==> src/rtl/dehaze_pkg.sv <==
// Shared widths and helpers for the dehaze pipeline, including the 1/t format
// exchanged between transmission estimation and radiance recovery.
package dehaze_pkg;
  localparam int PIX_W    = 8;
  localparam int INV_W    = 11;
  localparam int INV_FRAC = 8;
  localparam int DIFF_W   = 9;
  localparam int PROD_W   = 20;
  localparam int SCL_W    = 12;
  localparam int SUM_W    = 13;

  // 1/t as unsigned UQ3.8: value / 256.
  typedef logic [INV_W-1:0] one_by_t_t;

  function automatic logic [PIX_W-1:0] sat_u8(input logic signed [SUM_W-1:0] v);
    if (v < 0)
      sat_u8 = '0;
    else if (v > 13'sd255)
      sat_u8 = '1;
    else
      sat_u8 = v[PIX_W-1:0];
  endfunction
endpackage

==> src/rtl/radiance_channel.sv <==
// One colour channel of J = A + (I - A) * (1/t): clamp/diff, scale, add/saturate.
module radiance_channel
  import dehaze_pkg::*;
#(
  parameter int MAX_INV = 1280
) (
  input  logic             i_clk,
  input  logic             i_rst_n,
  input  logic             i_en1,
  input  logic             i_en2,
  input  logic             i_en3,
  input  logic [PIX_W-1:0] i_pix,
  input  logic [PIX_W-1:0] i_a,
  input  one_by_t_t        i_inv,
  output logic [PIX_W-1:0] o_pix
);
  localparam one_by_t_t INV_CEIL = INV_W'(MAX_INV);

  one_by_t_t                 w_inv;
  logic signed [DIFF_W-1:0]  w_diff;
  logic signed [PROD_W-1:0]  w_diff_x;
  logic signed [PROD_W-1:0]  w_inv_x;
  logic signed [PROD_W-1:0]  w_prod;
  logic signed [SCL_W-1:0]   w_scaled;
  logic signed [SUM_W-1:0]   w_sum;

  logic signed [DIFF_W-1:0]  r1_diff;
  one_by_t_t                 r1_inv;
  logic [PIX_W-1:0]          r1_a;
  logic signed [SCL_W-1:0]   r2_scaled;
  logic [PIX_W-1:0]          r2_a;

  assign w_inv    = (i_inv > INV_CEIL) ? INV_CEIL : i_inv;
  assign w_diff   = $signed({1'b0, i_pix}) - $signed({1'b0, i_a});
  // |diff| <= 255 and inv <= 1280 keep the product inside 20 signed bits.
  assign w_diff_x = PROD_W'(r1_diff);
  assign w_inv_x  = $signed(PROD_W'({1'b0, r1_inv}));
  assign w_prod   = w_diff_x * w_inv_x;
  assign w_scaled = SCL_W'(w_prod >>> INV_FRAC);
  assign w_sum    = {r2_scaled[SCL_W-1], r2_scaled} + {5'b0, r2_a};

  always_ff @(posedge i_clk or negedge i_rst_n) begin
    if (!i_rst_n) begin
      r1_diff   <= '0;
      r1_inv    <= '0;
      r1_a      <= '0;
      r2_scaled <= '0;
      r2_a      <= '0;
      o_pix     <= '0;
    end else begin
      if (i_en1) begin
        r1_diff <= w_diff;
        r1_inv  <= w_inv;
        r1_a    <= i_a;
      end
      if (i_en2) begin
        r2_scaled <= w_scaled;
        r2_a      <= r1_a;
      end
      if (i_en3)
        o_pix <= sat_u8(w_sum);
    end
  end
endmodule

==> src/rtl/radiance_recover.sv <==
// Dehazed RGB recovery: three-stage elastic pipeline with frame markers.
module radiance_recover
  import dehaze_pkg::*;
#(
  parameter int IMG_WIDTH  = 640,
  parameter int IMG_HEIGHT = 480,
  parameter int MAX_INV    = 1280
) (
  input  logic             i_clk,
  input  logic             i_rst_n,
  input  logic             i_valid,
  output logic             o_ready_in,
  input  logic [PIX_W-1:0] i_r,
  input  logic [PIX_W-1:0] i_g,
  input  logic [PIX_W-1:0] i_b,
  input  logic [PIX_W-1:0] i_ar,
  input  logic [PIX_W-1:0] i_ag,
  input  logic [PIX_W-1:0] i_ab,
  input  one_by_t_t        i_one_by_t,
  output logic             o_valid,
  input  logic             i_ready,
  output logic [PIX_W-1:0] o_r,
  output logic [PIX_W-1:0] o_g,
  output logic [PIX_W-1:0] o_b,
  output logic             o_sof,
  output logic             o_eol,
  output logic             o_eof
);
  localparam int CW = (IMG_WIDTH  > 1) ? $clog2(IMG_WIDTH)  : 1;
  localparam int RW = (IMG_HEIGHT > 1) ? $clog2(IMG_HEIGHT) : 1;
  localparam logic [CW-1:0] COL_LAST = CW'(IMG_WIDTH - 1);
  localparam logic [RW-1:0] ROW_LAST = RW'(IMG_HEIGHT - 1);

  logic          r_v1, r_v2, r_v3;
  logic [CW-1:0] r_col;
  logic [RW-1:0] r_row;
  logic          w_ld1, w_ld2, w_ld3;
  logic          w_out_xfer;

  // Handshake: a beat moves on a side when valid & ready are both high at the
  // clock edge. A stage loads when it is empty or its successor loads, so
  // bubbles collapse; o_ready_in depends on i_ready and stage valids only.
  assign w_ld3      = !r_v3 || i_ready;
  assign w_ld2      = !r_v2 || w_ld3;
  assign w_ld1      = !r_v1 || w_ld2;
  assign o_ready_in = w_ld1;
  assign o_valid    = r_v3;
  assign w_out_xfer = r_v3 && i_ready;

  always_ff @(posedge i_clk or negedge i_rst_n) begin
    if (!i_rst_n) begin
      r_v1 <= 1'b0;
      r_v2 <= 1'b0;
      r_v3 <= 1'b0;
    end else begin
      if (w_ld1) r_v1 <= i_valid;
      if (w_ld2) r_v2 <= r_v1;
      if (w_ld3) r_v3 <= r_v2;
    end
  end

  always_ff @(posedge i_clk or negedge i_rst_n) begin
    if (!i_rst_n) begin
      r_col <= '0;
      r_row <= '0;
    end else if (w_out_xfer) begin
      if (r_col == COL_LAST) begin
        r_col <= '0;
        r_row <= (r_row == ROW_LAST) ? '0 : r_row + 1'b1;
      end else begin
        r_col <= r_col + 1'b1;
      end
    end
  end

  // Markers are gated by o_valid so they read 0 while the output is idle.
  assign o_sof = r_v3 && (r_col == '0) && (r_row == '0);
  assign o_eol = r_v3 && (r_col == COL_LAST);
  assign o_eof = o_eol && (r_row == ROW_LAST);

  radiance_channel #(.MAX_INV(MAX_INV)) u_ch_r (
    .i_clk(i_clk), .i_rst_n(i_rst_n),
    .i_en1(w_ld1 && i_valid), .i_en2(w_ld2 && r_v1), .i_en3(w_ld3 && r_v2),
    .i_pix(i_r), .i_a(i_ar), .i_inv(i_one_by_t), .o_pix(o_r)
  );

  radiance_channel #(.MAX_INV(MAX_INV)) u_ch_g (
    .i_clk(i_clk), .i_rst_n(i_rst_n),
    .i_en1(w_ld1 && i_valid), .i_en2(w_ld2 && r_v1), .i_en3(w_ld3 && r_v2),
    .i_pix(i_g), .i_a(i_ag), .i_inv(i_one_by_t), .o_pix(o_g)
  );

  radiance_channel #(.MAX_INV(MAX_INV)) u_ch_b (
    .i_clk(i_clk), .i_rst_n(i_rst_n),
    .i_en1(w_ld1 && i_valid), .i_en2(w_ld2 && r_v1), .i_en3(w_ld3 && r_v2),
    .i_pix(i_b), .i_a(i_ab), .i_inv(i_one_by_t), .o_pix(o_b)
  );
endmodule
==> config.mk <==
export PLATFORM = sky130hd
export DESIGN_NAME = radiance_recover
export DESIGN_NICKNAME = d
export VERILOG_FILES = /design/src/rtl/dehaze_pkg.sv /design/src/rtl/radiance_channel.sv /design/src/rtl/radiance_recover.sv
export SDC_FILE = /design/constraint.sdc
export NUM_CORES = 1
export LEC_CHECK = 0
export CAP_MARGIN = 0
export CORE_MARGIN = 8
export CORE_UTILIZATION = 25
export DETAILED_ROUTE_END_ITERATION = 8
export GPL_ROUTABILITY_DRIVEN = 0
export GPL_TIMING_DRIVEN = 0
export SLEW_MARGIN = 20
export SYNTH_ARGS = -nofsm -noshare
export SYNTH_HDL_FRONTEND = slang
export SYNTH_HIERARCHICAL = 1
export SYNTH_SLANG_ARGS = --single-unit
==> constraint.sdc <==
create_clock -name i_clk -period 6.23 [get_ports i_clk]
set_input_delay 1.246 -clock i_clk [delete_from_list [all_inputs] [get_ports i_clk]]
set_output_delay 1.246 -clock i_clk [all_outputs]
set_load 0.02 [all_outputs]
* Yosys cells after proc, flatten, opt, wreduce, memory -nomap -nowiden *
Index checks and enable logic that the tools add are counted.

storage, ports and cells
  bits in latches = 0
  memory bits (read-only) = 0
  flip-flop bits (word level) = 168
  input bits = 63
  RAM bits = 0
  word-level logic and storage cells = 67
  memories = 0

operators by class
  add/subtract/negate cells = 8
  equality and inequality tests = 2
  reductions and logical operators = 17
  divide/modulo/power cells = 0
  shift-type cells = 0
  bitwise operators = 0
  multiplexer cells = 9
  multipliers = 3
  $lt $le $gt $ge = 7

operator list
  cell                   count
  $mul 9x12->20          3
  $mux 8                 6
  $add 12x9->13          3
  $gt 13x9->1 const B    3
  $lt 13x1->1 const B    3
  $sub 8x8->9            3
  $gt 11x11->1 const B   1
  $mux 11                1
  $add 10x1->10 const B  1
  $eq 10x10->1 const B   1
  $logic_not 10->1       1
  $mux 10                1
  $add 9x1->9 const B    1
  $eq 9x9->1 const B     1
  $logic_not 9->1        1
  $mux 9                 1
  $logic_and 1x1->1      8
  $logic_not 1->1        3
  $logic_or 1x1->1       3
  $reduce_and 2->1       1

* Longest topological paths before layout *
Gate-level depths: netlist of run 1.

  depth after elaboration = 5
  depth in mapped cells = 19
  gate-level depth less buffers = 18

* Hierarchy *
The synthesis of run 1 kept the hierarchy.

modules (own cells, without submodules)
  module                      seq. area each (um2)  area each (um2)  cells each  instances
  radiance_channel at u_ch_r  1,401.3               6,054.6          623         1
  radiance_channel at u_ch_b  1,401.3               5,975.7          613         1
  radiance_channel at u_ch_g  1,401.3               5,923.2          601         1
  radiance_recover            550.5                 1,237.4          126         1

* Worst setup path before layout of run 1 *
OpenSTA, ideal clock, no wires.

  path type = register -> register
  start point = register u_ch_g.r1_diff[2]
  end point = register u_ch_g.r2_scaled[11]
  slack = 0.978 ns
  data arrival time = 5.132 ns
  cell stages (with the launch flop) = 18
  cell sequence = dfrtp_1 clkbuf_1 nand2_1 fa_1 inv_1 fa_1 inv_1 fa_1 fa_1 inv_1 fa_1 ha_1 and3_1 or4b_4 o21ai_1 a31oi_1 or3_1 a31o_1

between the ends
  word-level cells in the longest chain between the ends = 1

ends and longest elaborated chain
  what                      RTL line                source
  start: declaration        radiance_channel.sv:27  logic signed [DIFF_W-1:0] r1_diff;
  start signal: assignment  radiance_channel.sv:52  r1_diff <= w_diff;
  $mul 9x12->20             radiance_channel.sv:38  assign w_prod = w_diff_x * w_inv_x;
  end signal: assignment    radiance_channel.sv:57  r2_scaled <= w_scaled;
  end: declaration          radiance_channel.sv:30  logic signed [SCL_W-1:0] r2_scaled;

No other way between the ends.
A chain may end at the register's enable or synchronous reset.

* Worst setup path in the final report of run 1 *
Same ends and word-level chain as after synthesis.

==> impl_metrics.env, run 1 <==
export IMPL_ir_worst_vdd_v=0.000377
export IMPL_drtAntennaViolNets=0
export IMPL_routed_wl_mm=46.8
export IMPL_initial_utilization=0.253
export IMPL_synth_xor_area_share=0.0315
export IMPL_grt_max_degree=83
export IMPL_pre_cts_slack_ns=0.359
export IMPL_fp_dieW_um=293
export IMPL_avgViaCountPerCell=4.40
export IMPL_syn_to_final_growth_pct=15.0
export IMPL_path_class="reg -> reg"
export IMPL_post_synth_top_area_fraction=0.248
export IMPL_synth_ff_type="dfrtp_1"
export IMPL_via_count=13710
export IMPL_first_pass_iters=5
export IMPL_worstSetupEndpointType="register"
export IMPL_core_area_um2=75900
export IMPL_slew_viol_final=0
export IMPL_fin_crit_ns=5.92
export IMPL_fp_dieArea_um2=85900
export IMPL_finalNetCount=2535
export IMPL_clk_pin_slew_worst_paths_ns=0.08
export IMPL_cts_max_path_buffers=2
export IMPL_cts_hold_buf=0
export IMPL_finalClockSkew_ns=0.0156
export IMPL_swShare=0.484
export IMPL_path_max_fanout=10
export IMPL_leakage_nw=10.3
export IMPL_power_density_nw_per_um2=573
export IMPL_grt_first_pass_wirelength_mm=77.8
export IMPL_port_buffers=91
export IMPL_drtIter0Drc=723
export IMPL_critPathMaxStageDelay_ns=0.56
export IMPL_max_freq_mhz=169
export IMPL_status="finished, final reports clean"
export IMPL_holdWs_ns=0.487
export IMPL_ys_top_cells_by_area="dfrtp_1 (25%), fa_1 (20%), ha_1 (13%)"
export IMPL_ys_ff_latch=190
export IMPL_synth_area_mux_share=0.0484
export IMPL_synthesis_nets=2423
export IMPL_cpMaxStageDelayCell="fa_1"
export IMPL_syn_area_um2=19200
export IMPL_syn_avg_cell_area_um2=9.78
export IMPL_worstPathCellList="clkbuf_1 > nand2_1 > fa_1 > inv_1 > fa_1 > inv_1 > fa_1 > fa_1 > inv_1 > fa_1 > ha_1 > a21oi_1 > or4b_4 > o21ai_1 > a31oi_1 > or3_1 > a31o_1"
export IMPL_p_int_mw=6.52
export IMPL_routedWlPerCell_um=15.0
export IMPL_final_area_um2=22100
export IMPL_cap_violations=0
export IMPL_yosysSeqAreaShare=0.248
export IMPL_p_clk_frac=0.092
export IMPL_antenna_found_initial=1
export IMPL_synth_fa_ha_area_frac=0.335
export IMPL_cp_required_ns=6.58
export IMPL_cts_sinks=190
export IMPL_wl_met1_mm=21.6
export IMPL_power_mw=12.6
export IMPL_finalCritPeriodShare=0.950
export IMPL_cp_common_cell="fa_1"
export IMPL_io_pins=92
export IMPL_post_cts_buffers=0
export IMPL_die_h_um=293
export IMPL_post_route_drc_count=0
export IMPL_tightestPinTransition_ns=0.769
export IMPL_hp_class="reg -> reg"
export IMPL_p_switching_mw=6.12
export IMPL_startpoint_type="register"
export IMPL_top_layer="met5"
export IMPL_globalRouteTotalUtil=0.112
export IMPL_finalSetupViolations=0
export IMPL_placementRows=101
export IMPL_route_met2_wl_mm=23.3
export IMPL_met3WireLength_mm=1.02
export IMPL_clk_latency_ns=0.46
export IMPL_cts_max_level=4
export IMPL_final_setup_worst_slack_ns=0.309
export IMPL_layout_drive_gt1_share=0.0795
export IMPL_hpwl_mm=37.2
export IMPL_synth_simple_gate_area_frac=0.156
export IMPL_synth_edf_count=0
export IMPL_share_comb_of_total_power=0.758
export IMPL_rsz0062_at_grt="no"
export IMPL_grt_ovfl_total=0
export IMPL_cts_tree="built"
export IMPL_cts_resized=0
export IMPL_grt_pass1_vias=14324
export IMPL_placed_area_um2=21500
export IMPL_antenna_cells=0
export IMPL_crit_arrival_ns=6.27
export IMPL_seqPwrFrac=0.150
export IMPL_synth_top_family_by_area="adder cells"
export IMPL_synthArstFlopShare=1.00
export IMPL_synth_distinct_cells=96
export IMPL_maxSlewHeadroom=0.487
export IMPL_root_buffer="clkbuf_16"
export IMPL_synth_top_area_cell="dfrtp_1"
export IMPL_yosys_warnings=6
export IMPL_final_util=0.291
export IMPL_hold_violations=0
export IMPL_synth_compound_area_frac=0.107
export IMPL_numCtsBuffers=17
export IMPL_synth_cells=1963
## critical path: cells and delay by family, from the launching register on
kind	cells	cell delay, ns
adders and majority gates	6	2.89
and+or+nand+nor	3	1.01
AOI/OAI and AO/OA	4	0.84
buffers and inverters	4	0.64
DFF	1	0.41
## stage by stage
step / TNS (ns) / std cells
CTS: 0 / 3118
finish: 0 / 3118
global placement: -922.40 / 3084
global route: 0 / 3118
floorplan: 0 / 1963
detailed placement: 0 / 3086
## worst paths after layout
check                                              start                                to  slack (ns)  depth (start not counted)
setup / recovery           u_ch_g/r1_diff[2]$_DFFE_PN0P_  u_ch_g/r2_scaled[11]$_DFFE_PN0P_        0.31                         17
hold / removal                          r_v1$_DFFE_PN0P_                  r_v2$_DFFE_PN0P_        0.49                          1
setup reg to reg           u_ch_g/r1_diff[2]$_DFFE_PN0P_  u_ch_g/r2_scaled[11]$_DFFE_PN0P_        0.31                         17
max in group asynchronous                        i_rst_n        u_ch_g/r1_a[7]$_DFFE_PN0P_        4.44                          3
min in group asynchronous                        i_rst_n       u_ch_b/o_pix[2]$_DFFE_PN0P_        0.62                          1
hold reg to reg                         r_v1$_DFFE_PN0P_                  r_v2$_DFFE_PN0P_        0.49                          1
## Yosys cell counts (all sizes together), types with 48 or more instances
library cell	number
clkbuf	76
nor2	50
mux2	80
fa	195
inv	287
a21oi	68
dfrtp	190
ha	202
o21ai	51
nand2	206
xnor2	48
and2	129
## final cells by class
cell class | count | area (um2)
Sequential cell | 190 | 4750
Tap cell | 1030 | 1290
Multi-Input combinational cell | 1400 | 13000
Fill cell | 7964 | 53900
Clock inverter | 14 | 183
Buffer | 85 | 343
Inverter | 288 | 1080
Timing Repair Buffer | 93 | 971
Clock buffer | 18 | 439
## cell families after synthesis
family | count (synthesis)
buf+inv | 373
xor+xnor | 69
flops | 190
simple gates | 566
compound gates | 286
mux | 82
fa+ha+maj | 397
## layout by cell type, fill, tap and decap left out, types with 18 or more instances in the layout
master,instances
o21a_1,19
a21oi_1,63
mux2_2,78
dfrtp_1,190
clkbuf_1,75
clkdlybuf4s50_1,90
xor2_1,21
inv_1,287
nor2b_1,43
a21o_1,19
nor2_1,50
and2_1,129
o21ai_0,35
fa_1,195
nand2_1,204
nand3_1,21
nor3_1,18
ha_1,202
xnor2_1,48
## power groups by stage
stage               Combinational [mW]  Sequential, mW  Clock, mW
finish                            9.58            1.90       1.16
global route                      10.9            1.95       1.24
CTS                               9.68            1.90       1.20
detailed placement                9.61            1.93          0
global placement                  9.58            1.92          0
floorplan                         7.33            1.92          0
## registers in the layout, summed over array words and instances, names as in the netlist, 9 cells and up
register          flops
u_ch_b/r1_inv        11
u_ch_g/r1_diff        9
u_ch_r/r1_diff        9
r_col                10
u_ch_b/r1_diff        9
u_ch_g/r1_inv        11
u_ch_b/r2_scaled     12
u_ch_r/r2_scaled     12
r_row                 9
u_ch_g/r2_scaled     12
u_ch_r/r1_inv        11
## metal layers
metal | global-route usage | vias up
li1 | - | 6693
met1 | 0.146 | 6821
met2 | 0.193 | 146
met3 | 0.0142 | 48
met4 | 0.0300 | 2
met5 | 0 | -
Note: power is estimated with default switching activity, not from simulation.
==> run 2: changes to the inputs <==
--- a/config.mk
+++ b/config.mk
@@ -11,6 +11,7 @@
 export DETAILED_ROUTE_END_ITERATION = 8
 export GPL_ROUTABILITY_DRIVEN = 0
 export GPL_TIMING_DRIVEN = 0
+export REMOVE_ABC_BUFFERS = 1
 export SLEW_MARGIN = 20
 export SYNTH_ARGS = -nofsm -noshare
 export SYNTH_HDL_FRONTEND = slang
==> impl_metrics.env, run 2 (synthesized netlist as in run 1, its figures left out) <==
export IMPL_slew_viol_final=0
export IMPL_final_setup_worst_slack_ns=0.496
export IMPL_worstPathCellList="nand2_1 > fa_1 > inv_1 > fa_1 > inv_1 > fa_1 > fa_1 > inv_1 > fa_1 > ha_1 > and3_1 > or4b_4 > o21ai_1 > a31oi_1 > or3_1 > a31o_1"
export IMPL_rsz0062_at_grt="no"
export IMPL_status="finished, final reports clean"
export IMPL_swShare=0.474
export IMPL_avgViaCountPerCell=4.44
export IMPL_whs_path_depth=1
export IMPL_reg2reg_to="u_ch_g/r2_scaled[11]$_DFFE_PN0P_"
export IMPL_fp_dieArea_um2=85900
export IMPL_post_route_drc_count=0
export IMPL_cts_hold_buf=0
export IMPL_grt_first_pass_wirelength_mm=73.2
export IMPL_crit_arrival_ns=6.10
export IMPL_maxSlewHeadroom=0.469
export IMPL_critPathBufInv=3
export IMPL_core_area_um2=75900
export IMPL_holdWs_ns=0.505
export IMPL_reg_top3="u_ch_b/r2_scaled: 12 flops, u_ch_g/r2_scaled: 12 flops, u_ch_r/r2_scaled: 12 flops"
export IMPL_startpoint_type="register"
export IMPL_grt_ovfl_total=0
export IMPL_initial_utilization=0.253
export IMPL_routedWlPerCell_um=14.1
export IMPL_hold_violations=0
export IMPL_post_cts_buffers=0
export IMPL_via_count=13471
export IMPL_reg2reg_depth=16
export IMPL_critPathMaxStageDelay_ns=0.70
export IMPL_finalNetCount=2452
export IMPL_leakage_nw=10.2
export IMPL_fillers=7983
export IMPL_layout_drive_gt1_share=0.0818
export IMPL_holdPathEnd="u_ch_b/r2_scaled[2]$_DFFE_PN0P_"
export IMPL_cts_sinks=190
export IMPL_seqPwrFrac=0.170
export IMPL_rrSetupSlack_ns=0.50
export IMPL_hpwl_mm=33.8
export IMPL_power_density_nw_per_um2=568
export IMPL_path_class="reg -> reg"
export IMPL_p_clk_frac=0.097
export IMPL_fin_crit_ns=5.73
export IMPL_worstSetupEndpointType="register"
export IMPL_clk_latency_ns=0.47
export IMPL_route_met2_wl_mm=20.8
export IMPL_placed_area_um2=21200
export IMPL_grt_pass1_vias=14229
export IMPL_syn_to_final_growth_pct=13.7
export IMPL_cts_max_level=4
export IMPL_finalClockSkew_ns=0.0190
export IMPL_drtAntennaViolNets=0
export IMPL_met3WireLength_um=710
export IMPL_drtIter0Drc=543
export IMPL_path_delay_family="adder cells"
export IMPL_first_pass_iters=5
export IMPL_numCtsBuffers=17
export IMPL_reg2reg_from="u_ch_g/r1_diff[2]$_DFFE_PN0P_"
export IMPL_fin_cells=3036
export IMPL_layout_common_cells="inv_1 (287), nand2_1 (204), ha_1 (202)"
export IMPL_path_max_fanout=12
export IMPL_dp_cells=3003
export IMPL_final_common_cell="inv_1"
export IMPL_wl_met1_mm=20.6
export IMPL_die_h_um=293
export IMPL_finalSetupViolations=0
export IMPL_fp_dieW_um=293
export IMPL_pre_cts_slack_ns=0.525
export IMPL_cp_required_ns=6.59
export IMPL_cp_startpoint="u_ch_g/r1_diff[2]$_DFFE_PN0P_"
export IMPL_antenna_found_initial=1
export IMPL_cts_tree="built"
export IMPL_top_layer="met4"
export IMPL_routed_wl_mm=42.8
export IMPL_cts_resized=0
export IMPL_min_from="u_ch_b/r2_scaled[2]$_DFFE_PN0P_"
export IMPL_cp_common_cell="fa_1"
export IMPL_cap_violations=0
export IMPL_grt_max_degree=88
export IMPL_ir_worst_vdd_v=0.000416
export IMPL_tightestPinTransition_ns=0.797
export IMPL_clk_pin_slew_worst_paths_ns=0.09
export IMPL_cts_max_path_buffers=2
export IMPL_share_comb_of_total_power=0.733
export IMPL_port_buffers=91
export IMPL_placementRows=101
export IMPL_p_switching_mw=5.87
export IMPL_fin_setup_tns_ns=0
export IMPL_p_int_mw=6.51
export IMPL_max_freq_mhz=174
export IMPL_final_area_um2=21800
export IMPL_io_pins=92
export IMPL_hp_class="reg -> reg"
export IMPL_cpMaxStageDelayCell="dfrtp_1"
export IMPL_globalRouteTotalUtil=0.103
export IMPL_root_buffer="clkbuf_16"
export IMPL_finalCritPeriodShare=0.920
## run 2: how the worst max path moves through the flow
| stage | end | cells past startpoint |
|---|---|---|
| 2_1_floorplan | u_ch_g/r2_scaled[11]$_DFFE_PN0P_ | 15 |
| 3_3_place_gp | u_ch_g/o_pix[2]$_DFFE_PN0P_ | 1 |
| 3_5_place_dp | u_ch_g/r2_scaled[11]$_DFFE_PN0P_ | 16 |
| 4_1_cts | u_ch_g/r2_scaled[11]$_DFFE_PN0P_ | 16 |
| 5_1_grt | u_ch_g/r2_scaled[11]$_DFFE_PN0P_ | 16 |
| 6_report | u_ch_g/r2_scaled[11]$_DFFE_PN0P_ | 16 |
## run 2: layer usage
layer  GRT usage  vias to the layer above
li1            -                     6516
met1       0.137                     6790
met2       0.176                      132
met3      0.0118                       33
met4      0.0294                        0
met5           0                        -
## run 2: final cells by class
class	count	area (um2)	area share
Tap cell	1030	1290	0.0591
Timing Repair Buffer	95	1020	0.0467
Multi-Input combinational cell	1400	13000	0.597
Clock buffer	18	439	0.0201
Clock inverter	14	208	0.00952
Antenna cell	1	2.50	0.000115
Sequential cell	190	4750	0.218
Inverter	288	1080	0.0496
## run 2: power groups by stage
stage / combinational (mW) / clock, mW / sequential (mW)
final: 9.08 / 1.20 / 2.11
after global routing: 10.5 / 1.29 / 2.18
after CTS: 9.24 / 1.25 / 2.12
after detailed placement: 9.14 / 0 / 2.14
after global placement: 9.05 / 0 / 2.13
after floorplan: 7.18 / 0 / 2.02
## run 2: through the flow
step / total power, mW / util
after global placement: 11.2 / 0.277
after floorplan: 9.20 / -
after detailed placement: 11.3 / 0.279
after CTS: 12.6 / 0.287
after global routing: 13.9 / 0.287
final: 12.4 / 0.287
## run 2: worst reg2reg max path, delay by kind of cell (launching register included)
kind,cells,cell delay (ns)
fa+ha+maj,6,2.89
simple gates,4,1.20
buf+inv,3,0.16
flops,1,0.70
compound gates,3,0.68
==> run 3: changes to the inputs <==
--- a/config.mk
+++ b/config.mk
@@ -10,7 +10,6 @@
 export CORE_UTILIZATION = 25
 export DETAILED_ROUTE_END_ITERATION = 8
 export GPL_ROUTABILITY_DRIVEN = 0
-export GPL_TIMING_DRIVEN = 0
 export REMOVE_ABC_BUFFERS = 1
 export SLEW_MARGIN = 20
 export SYNTH_ARGS = -nofsm -noshare
==> constraint.sdc (replaced) <==
create_clock -name i_clk -period 6.3 [get_ports i_clk]
set_input_delay 1.26 -clock i_clk [delete_from_list [all_inputs] [get_ports i_clk]]
set_output_delay 1.26 -clock i_clk [all_outputs]
set_load 0.02 [all_outputs]
==> impl_metrics.env, run 3 (synthesized netlist as in run 1, its figures left out) <==
export IMPL_maxSlewHeadroom=0.480
export IMPL_fillers=8017
export IMPL_reg_top3="u_ch_b/r2_scaled: 12 flops, u_ch_g/r2_scaled: 12 flops, u_ch_r/r2_scaled: 12 flops"
export IMPL_finalClockSkew_ns=0.0167
export IMPL_worstSetupEndpointType="register"
export IMPL_cts_tree="built"
export IMPL_drtIter0Drc=475
export IMPL_first_pass_iters=5
export IMPL_path_max_fanout=12
export IMPL_hold_violations=0
export IMPL_initial_utilization=0.253
export IMPL_worstPathCellList="nand2_1 > fa_1 > inv_1 > fa_1 > inv_1 > fa_1 > fa_1 > inv_1 > fa_1 > ha_1 > and3_1 > or4b_4 > o21ai_1 > a31oi_1 > or3_1 > a31o_1"
export IMPL_io_pins=92
export IMPL_dp_cells=3008
export IMPL_cts_resized=0
export IMPL_hpwl_mm=34.9
export IMPL_slew_viol_final=0
export IMPL_grt_ovfl_total=0
export IMPL_grt_first_pass_wirelength_mm=74.5
export IMPL_finalCritPeriodShare=0.874
export IMPL_rsz0062_at_grt="no"
export IMPL_post_cts_buffers=0
export IMPL_max_freq_mhz=182
export IMPL_routedWlPerCell_um=14.4
export IMPL_cts_sinks=190
export IMPL_path_delay_family="adder cells"
export IMPL_cpMaxStageDelayCell="dfrtp_1"
export IMPL_cp_required_ns=6.66
export IMPL_critPathBufInv=3
export IMPL_cts_max_path_buffers=2
export IMPL_fp_dieW_um=293
export IMPL_clk_latency_ns=0.47
export IMPL_finalSetupViolations=0
export IMPL_routed_wl_mm=43.8
export IMPL_fin_setup_tns_ns=0
export IMPL_path_class="reg -> reg"
export IMPL_cp_common_cell="fa_1"
export IMPL_fp_dieArea_um2=85900
export IMPL_syn_to_final_growth_pct=13.2
export IMPL_cts_max_level=4
export IMPL_die_h_um=293
export IMPL_final_common_cell="inv_1"
export IMPL_ir_worst_vdd_v=0.000458
export IMPL_avgViaCountPerCell=4.42
export IMPL_via_count=13439
export IMPL_tightestPinTransition_ns=0.781
export IMPL_layout_common_cells="inv_1 (287), nand2_1 (204), ha_1 (202)"
export IMPL_hp_class="reg -> reg"
export IMPL_post_route_drc_count=0
export IMPL_drtAntennaViolNets=0
export IMPL_clk_pin_slew_worst_paths_ns=0.08
export IMPL_leakage_nw=10.1
export IMPL_core_area_um2=75900
export IMPL_port_buffers=91
export IMPL_cap_violations=0
export IMPL_placementRows=101
export IMPL_grt_pass1_vias=14071
export IMPL_startpoint_type="register"
export IMPL_fin_crit_ns=5.50
export IMPL_numCtsBuffers=17
export IMPL_power_density_nw_per_um2=560
export IMPL_rrSetupSlack_ns=0.80
export IMPL_antenna_found_initial=1
export IMPL_status="finished, final reports clean"
export IMPL_layout_drive_gt1_share=0.0826
export IMPL_grt_max_degree=136
export IMPL_fin_cells=3041
export IMPL_final_util=0.286
export IMPL_finalNetCount=2457
export IMPL_globalRouteTotalUtil=0.106
export IMPL_critPathMaxStageDelay_ns=0.57
export IMPL_power_mw=12.2
export IMPL_cts_hold_buf=0
export IMPL_crit_arrival_ns=5.87
export IMPL_root_buffer="clkbuf_16"
==> run 3: worst paths after layout <==
path | startpoint | endpoint | cells past startpoint
setup / recovery | u_ch_g/r1_diff[2]$_DFFE_PN0P_ | u_ch_g/r2_scaled[11]$_DFFE_PN0P_ | 16
hold / removal | r_v1$_DFFE_PN0P_ | r_v2$_DFFE_PN0P_ | 1
setup reg to reg | u_ch_g/r1_diff[2]$_DFFE_PN0P_ | u_ch_g/r2_scaled[11]$_DFFE_PN0P_ | 16
hold reg to reg | r_v1$_DFFE_PN0P_ | r_v2$_DFFE_PN0P_ | 1
max in group asynchronous | i_rst_n | u_ch_r/r1_a[1]$_DFFE_PN0P_ | 2
min in group asynchronous | i_rst_n | u_ch_b/o_pix[1]$_DFFE_PN0P_ | 1
==> run 3: cell type report <==
cell class	instances	area [um2]	area share
Multi-Input combinational cell	1400	13000	0.599
Antenna cell	1	2.50	0.000115
Sequential cell	190	4750	0.219
Timing Repair Buffer	100	995	0.0458
Inverter	288	1080	0.0498
Tap cell	1030	1290	0.0593
Clock inverter	13	145	0.00668
Clock buffer	19	433	0.0199
==> run 3: through the flow <==
stage / worst slack, ns / area (um2) / hold WS (ns)
floorplan: 1.17 / 18800 / 0.449
global placement: 0.787 / 21100 / 0.463
detailed placement: 0.794 / 21100 / 0.473
CTS: 0.789 / 21700 / 0.480
global route: 0.503 / 21700 / 0.513
finish: 0.796 / 21700 / 0.482
==> run 3: worst reg2reg max path: stages (launching register included) <==
cell and delay [ns]:
dfrtp_1 0.57, nand2_1 0.14, fa_1 0.54, inv_1 0.05
fa_1 0.50, inv_1 0.06, fa_1 0.46, fa_1 0.54
inv_1 0.05, fa_1 0.45, ha_1 0.36, and3_1 0.20
or4b_4 0.51, o21ai_1 0.30, a31oi_1 0.15, or3_1 0.33
a31o_1 0.22
==> run 3: power by group <==
group	total (mW)	internal [mW]	switching, mW
registers	2.04	1.61	0.436
clock network	1.09	0.530	0.559
logic	9.03	4.21	4.82
total	12.2	6.35	5.81
==> run 3: metal layers <==
metal	share of wire	GRT usage	wire (um)
met3	0.024	0.0156	1070
met5	0.00046	0	20
met4	0.018	0.0307	798
met2	0.48	0.176	20900
met1	0.48	0.142	21000
==> edit 1: new RTL, flow settings as in run 3 <==
Set the parameter `IMG_WIDTH` to 1280 (it was 640).
--- a/src/rtl/radiance_recover.sv
+++ b/src/rtl/radiance_recover.sv
@@ -2,7 +2,7 @@
 module radiance_recover
   import dehaze_pkg::*;
 #(
-  parameter int IMG_WIDTH  = 640,
+  parameter int IMG_WIDTH  = 1280,
   parameter int IMG_HEIGHT = 480,
   parameter int MAX_INV    = 1280
 ) (
Check against the original RTL: not settled (the Yosys comparison gave no result); the edit may change what the design does.
==> edit 1 against run 3 <==
Routed wire length up 3.6%. Count of clock-buffer cells in the layout stayed put. Design area is 0.55% higher. Total power is 0.13% higher. Sequential cell count rose by 1. Die area grew 0.59%. Sequential share of layout area about the same. Area after synthesis is 0.63% higher. Critical path depth is the same. Worst hold slack gained 3.5 ps. Setup slack improved by 130 ps. Critical path type unchanged. Largest cell class unchanged. Highest routed layer unchanged.
==> edit 1: results (changes against run 3) <==
<table>
<tr><th>Metric</th><th>Value</th></tr>
<tr><th colspan="2">Cells and area</th></tr>
<tr><td>Number of inserted filler cells in the final layout</td><td>8078 (+0.76%)</td></tr>
<tr><td>Layout cells sized above 1</td><td>8.07% (-0.19 points)</td></tr>
<tr><th colspan="2">Synthesis</th></tr>
<tr><td>Synth Area in Compound Gates</td><td>11.3% (+0.61 points)</td></tr>
<tr><td>Sequential-to-total area share from yosys stat</td><td>24.8% (about the same)</td></tr>
<tr><td>Syn Inst Count</td><td>1988 (+1.3%)</td></tr>
<tr><td>Synthesized-area fraction occupied by xor and xnor cells</td><td>2.95% (-0.20 points)</td></tr>
<tr><td>Most area-consuming cells after synthesis</td><td>sky130_fd_sc_hd__dfrtp_1 (25%), sky130_fd_sc_hd__fa_1 (20%), sky130_fd_sc_hd__ha_1 (13%), sky130_fd_sc_hd__inv_1 (5.5%), sky130_fd_sc_hd__mux2_2 (4.5%)</td></tr>
<tr><td>Post-synthesis cell type count</td><td>87 (-9.4%)</td></tr>
<tr><th colspan="2">Placed design</th></tr>
<tr><td>Post-Place Cell Area</td><td>0.0213 mm^2 (+0.56%)</td></tr>
<tr><td>Dpl cells</td><td>3041 (+1.1%)</td></tr>
<tr><th colspan="2">Global route</th></tr>
<tr><td>Maximum number of pins on one net before global-route repair</td><td>90 (-34%)</td></tr>
<tr><td>Global-route wire length before repair</td><td>75900 um (+1.9%)</td></tr>
<tr><td>Via count of the first global-routing pass</td><td>14200 (+0.91%)</td></tr>
<tr><td>Antenna violations before repair</td><td>5 (+4)</td></tr>
<tr><th colspan="2">Routing</th></tr>
<tr><td>Aggregate routed wire length</td><td>45400 um (+3.6%)</td></tr>
<tr><td>First-iteration detailed-routing DRC count</td><td>592 (+25%)</td></tr>
<tr><td>Routed length per instance</td><td>14.8 um (+2.4%)</td></tr>
<tr><th colspan="2">Power and ir drop</th></tr>
<tr><td>Clock group total power</td><td>0.00113 W (+4%)</td></tr>
<tr><td>Lkg Pwr</td><td>10.2 nW (+0.69%)</td></tr>
<tr><td>Switch Pwr</td><td>0.00590 W (+1.4%)</td></tr>
<tr><th colspan="2">Critical path</th></tr>
<tr><td>Critical path data arrival time</td><td>5740 ps (-130 ps)</td></tr>
<tr><td>Critical path's largest stage delay</td><td>590 ps (+20 ps)</td></tr>
<tr><th colspan="2">Run status</th></tr>
<tr><td>Outcome</td><td>completed</td></tr>
<tr><th colspan="2">Timing</th></tr>
<tr><td>Clk_skew</td><td>19.1 ps (+2.36 ps)</td></tr>
<tr><td>Slew @ Worst Pin</td><td>1040 ps (+259 ps)</td></tr>
<tr><td>Final critical-path setup slack</td><td>923 ps (+127 ps)</td></tr>
<tr><td>Worst-case hold slack</td><td>486 ps (+3.52 ps)</td></tr>
</table>
edit 1: worst paths after layout:
| check | from | endpoint | cells after the start |
|---|---|---|---|
| min in group asynchronous | i_rst_n | u_ch_r/r1_inv[0] | 1 |
| setup reg to reg | u_ch_b/r1_diff[2] | u_ch_b/r2_scaled[10] | 16 |
| hold reg to reg | r_v1 | r_v2 | 1 |
| setup / recovery | u_ch_b/r1_diff[2] | u_ch_b/r2_scaled[10] | 16 |
| max in group asynchronous | i_rst_n | o_valid | 2 |
| hold / removal | r_v1 | r_v2 | 1 |
edit 1: cell type report:
type	count	area (um^2)	share of cell area, %
multi-input combinational	1425	13100	60.1
sequential	191	4780	21.9
tap	1040	1300	5.96
inverter	285	1070	4.90
timing repair buffer	100	983	4.50
clock buffer	19	433	1.98
clock inverter	13	145	0.665
antenna	2	5.00	0.0229
edit 1: metal layers:
layer | wire, um | GRT usage [%]
met1 | 22100 | 14.5
met2 | 21100 | 17.9
met3 | 1530 | 2.29
met4 | 607 | 2.57
met5 | 23 | 0
==> edit 2: new RTL, settings of run 3 <==
Without the edit above. Make the reset (`i_rst_n`) synchronous in 3 clocked blocks.
--- a/src/rtl/radiance_channel.sv
+++ b/src/rtl/radiance_channel.sv
@@ -39,7 +39,7 @@
   assign w_scaled = SCL_W'(w_prod >>> INV_FRAC);
   assign w_sum    = {r2_scaled[SCL_W-1], r2_scaled} + {5'b0, r2_a};
 
-  always_ff @(posedge i_clk or negedge i_rst_n) begin
+  always_ff @(posedge i_clk) begin
     if (!i_rst_n) begin
       r1_diff   <= '0;
       r1_inv    <= '0;
--- a/src/rtl/radiance_recover.sv
+++ b/src/rtl/radiance_recover.sv
@@ -47,7 +47,7 @@
   assign o_valid    = r_v3;
   assign w_out_xfer = r_v3 && i_ready;
 
-  always_ff @(posedge i_clk or negedge i_rst_n) begin
+  always_ff @(posedge i_clk) begin
     if (!i_rst_n) begin
       r_v1 <= 1'b0;
       r_v2 <= 1'b0;
@@ -59,7 +59,7 @@
     end
   end
 
-  always_ff @(posedge i_clk or negedge i_rst_n) begin
+  always_ff @(posedge i_clk) begin
     if (!i_rst_n) begin
       r_col <= '0;
       r_row <= '0;
Formal check against the unedited RTL: not equivalent (Yosys sat finds a counterexample within 4 cycles, from zero or initial values and one cycle with i_rst_n low; the reset may be asserted at any time).
==> edit 2 against run 3 <==
Routed wire length up 9.3%. Design area barely moved. Area after synthesis decreased by 0.22%. Sequential cell count unchanged. Non-clock buffer count up 2. Setup slack gained 55 ps.
Power is left out: it rests on default switching activity, and per cell area and clock period it moved more than threefold.
==> edit 2: results (changes against run 3) <==
<table>
<tr><th>Metric</th><th>Value</th></tr>
<tr><th colspan="2">Cells and area</th></tr>
<tr><td>Net count of the finished layout</td><td>2669 (+8.6%)</td></tr>
<tr><td>Fraction of standard cell area that is sequential</td><td>17.5% (-4.4 points)</td></tr>
<tr><td>Relative area of clock buffers and inverters in the final design</td><td>2.85% (+0.19 points)</td></tr>
<tr><td>Inverters</td><td>285 (-1.0%)</td></tr>
<tr><td>Layout cells sized above 1</td><td>3.15% (-5.1 points)</td></tr>
<tr><td>Non-clock buffer count</td><td>102 (+2.0%)</td></tr>
<tr><td>Multi-input comb cells</td><td>1613 (+15%)</td></tr>
<tr><td>Share of the core filled with cells</td><td>28.6% (about the same)</td></tr>
<tr><th colspan="2">Global route</th></tr>
<tr><td>Global Route met1 Usage</td><td>15.6% (+1.4 points)</td></tr>
<tr><td>Met3 layer usage reported by global route</td><td>2.66% (+1.1 points)</td></tr>
<tr><td>Met2 capacity usage during global routing</td><td>18.1% (+0.49 points)</td></tr>
<tr><td>Maximum number of pins on one net before global-route repair</td><td>83 (-39%)</td></tr>
<tr><th colspan="2">Synthesis</th></tr>
<tr><td>Synth Area in Compound Gates</td><td>11.9% (+1.2 points)</td></tr>
<tr><td>Post-synthesis share of cell area spent on full adders, half adders and majority gates</td><td>33.6% (+0.074 points)</td></tr>
<tr><td>Top cells by instance count after synthesis</td><td>sky130_fd_sc_hd__inv_1 (283), sky130_fd_sc_hd__ha_1 (202), sky130_fd_sc_hd__nand2_1 (201)</td></tr>
<tr><td>Synthesized-area fraction occupied by xor and xnor cells</td><td>2.79% (-0.36 points)</td></tr>
<tr><td>Sequential-to-total area share from yosys stat</td><td>19.9% (-4.9 points)</td></tr>
<tr><td>FFs w/ async S/R, synth</td><td>0% (-100 points)</td></tr>
<tr><td>Prevailing post-synth register cell</td><td>sky130_fd_sc_hd__dfxtp_1</td></tr>
<tr><td>Multiplexer area fraction after synthesis</td><td>3.55% (-1.3 points)</td></tr>
<tr><th colspan="2">Placed design</th></tr>
<tr><td>Worst Setup Slack post-DPL</td><td>820 ps (+26.0 ps)</td></tr>
<tr><td>Dpl cells</td><td>3220 (+7.0%)</td></tr>
<tr><th colspan="2">Critical path</th></tr>
<tr><td>Critical path's largest stage delay</td><td>650 ps (+80 ps)</td></tr>
<tr><td>Reg2Reg Setup Slack</td><td>850 ps (+60 ps)</td></tr>
<tr><th colspan="2">Run status</th></tr>
<tr><td>Outcome</td><td>completed</td></tr>
<tr><th colspan="2">Routing</th></tr>
<tr><td>Routed length per instance</td><td>14.7 um (+2.1%)</td></tr>
<tr><th colspan="2">Min path</th></tr>
<tr><td>Worst min-delay path endpoint</td><td>u_ch_g/r2_scaled[5]</td></tr>
<tr><td>Hold path start</td><td>u_ch_g/r2_scaled[5]</td></tr>
</table>
-- edit 2: changes by cell type in the layout (fill, tap and decap cells not counted), sizes merged, moves of 11 or more --
cell          run 3  this run
mux2             80         0
a22o             16         1
nand3            21        37
dfrtp           190         0
mux2i             2        68
dfxtp             0       190
a21oi            68        86
nor3b             0        11
nor2b            43       126
nor2             50       111
o21ai            51        68
a22oi             0        24
-- edit 2: worst max-delay path by stage --
stage                                 start  cells past startpoint  slack, ps                   end
after floorplan                     i_ready                      6      -1860  u_ch_r/r2_scaled[10]
after global placement    u_ch_g/r1_diff[8]                     15        920  u_ch_g/r2_scaled[10]
after detailed placement  u_ch_g/r1_diff[8]                     15        820  u_ch_g/r2_scaled[10]
after CTS                 u_ch_g/r1_diff[8]                     15        820  u_ch_g/r2_scaled[10]
after global routing      u_ch_g/r1_diff[8]                     15        480  u_ch_g/r2_scaled[10]
final                     u_ch_g/r1_diff[8]                     15        850  u_ch_g/r2_scaled[10]
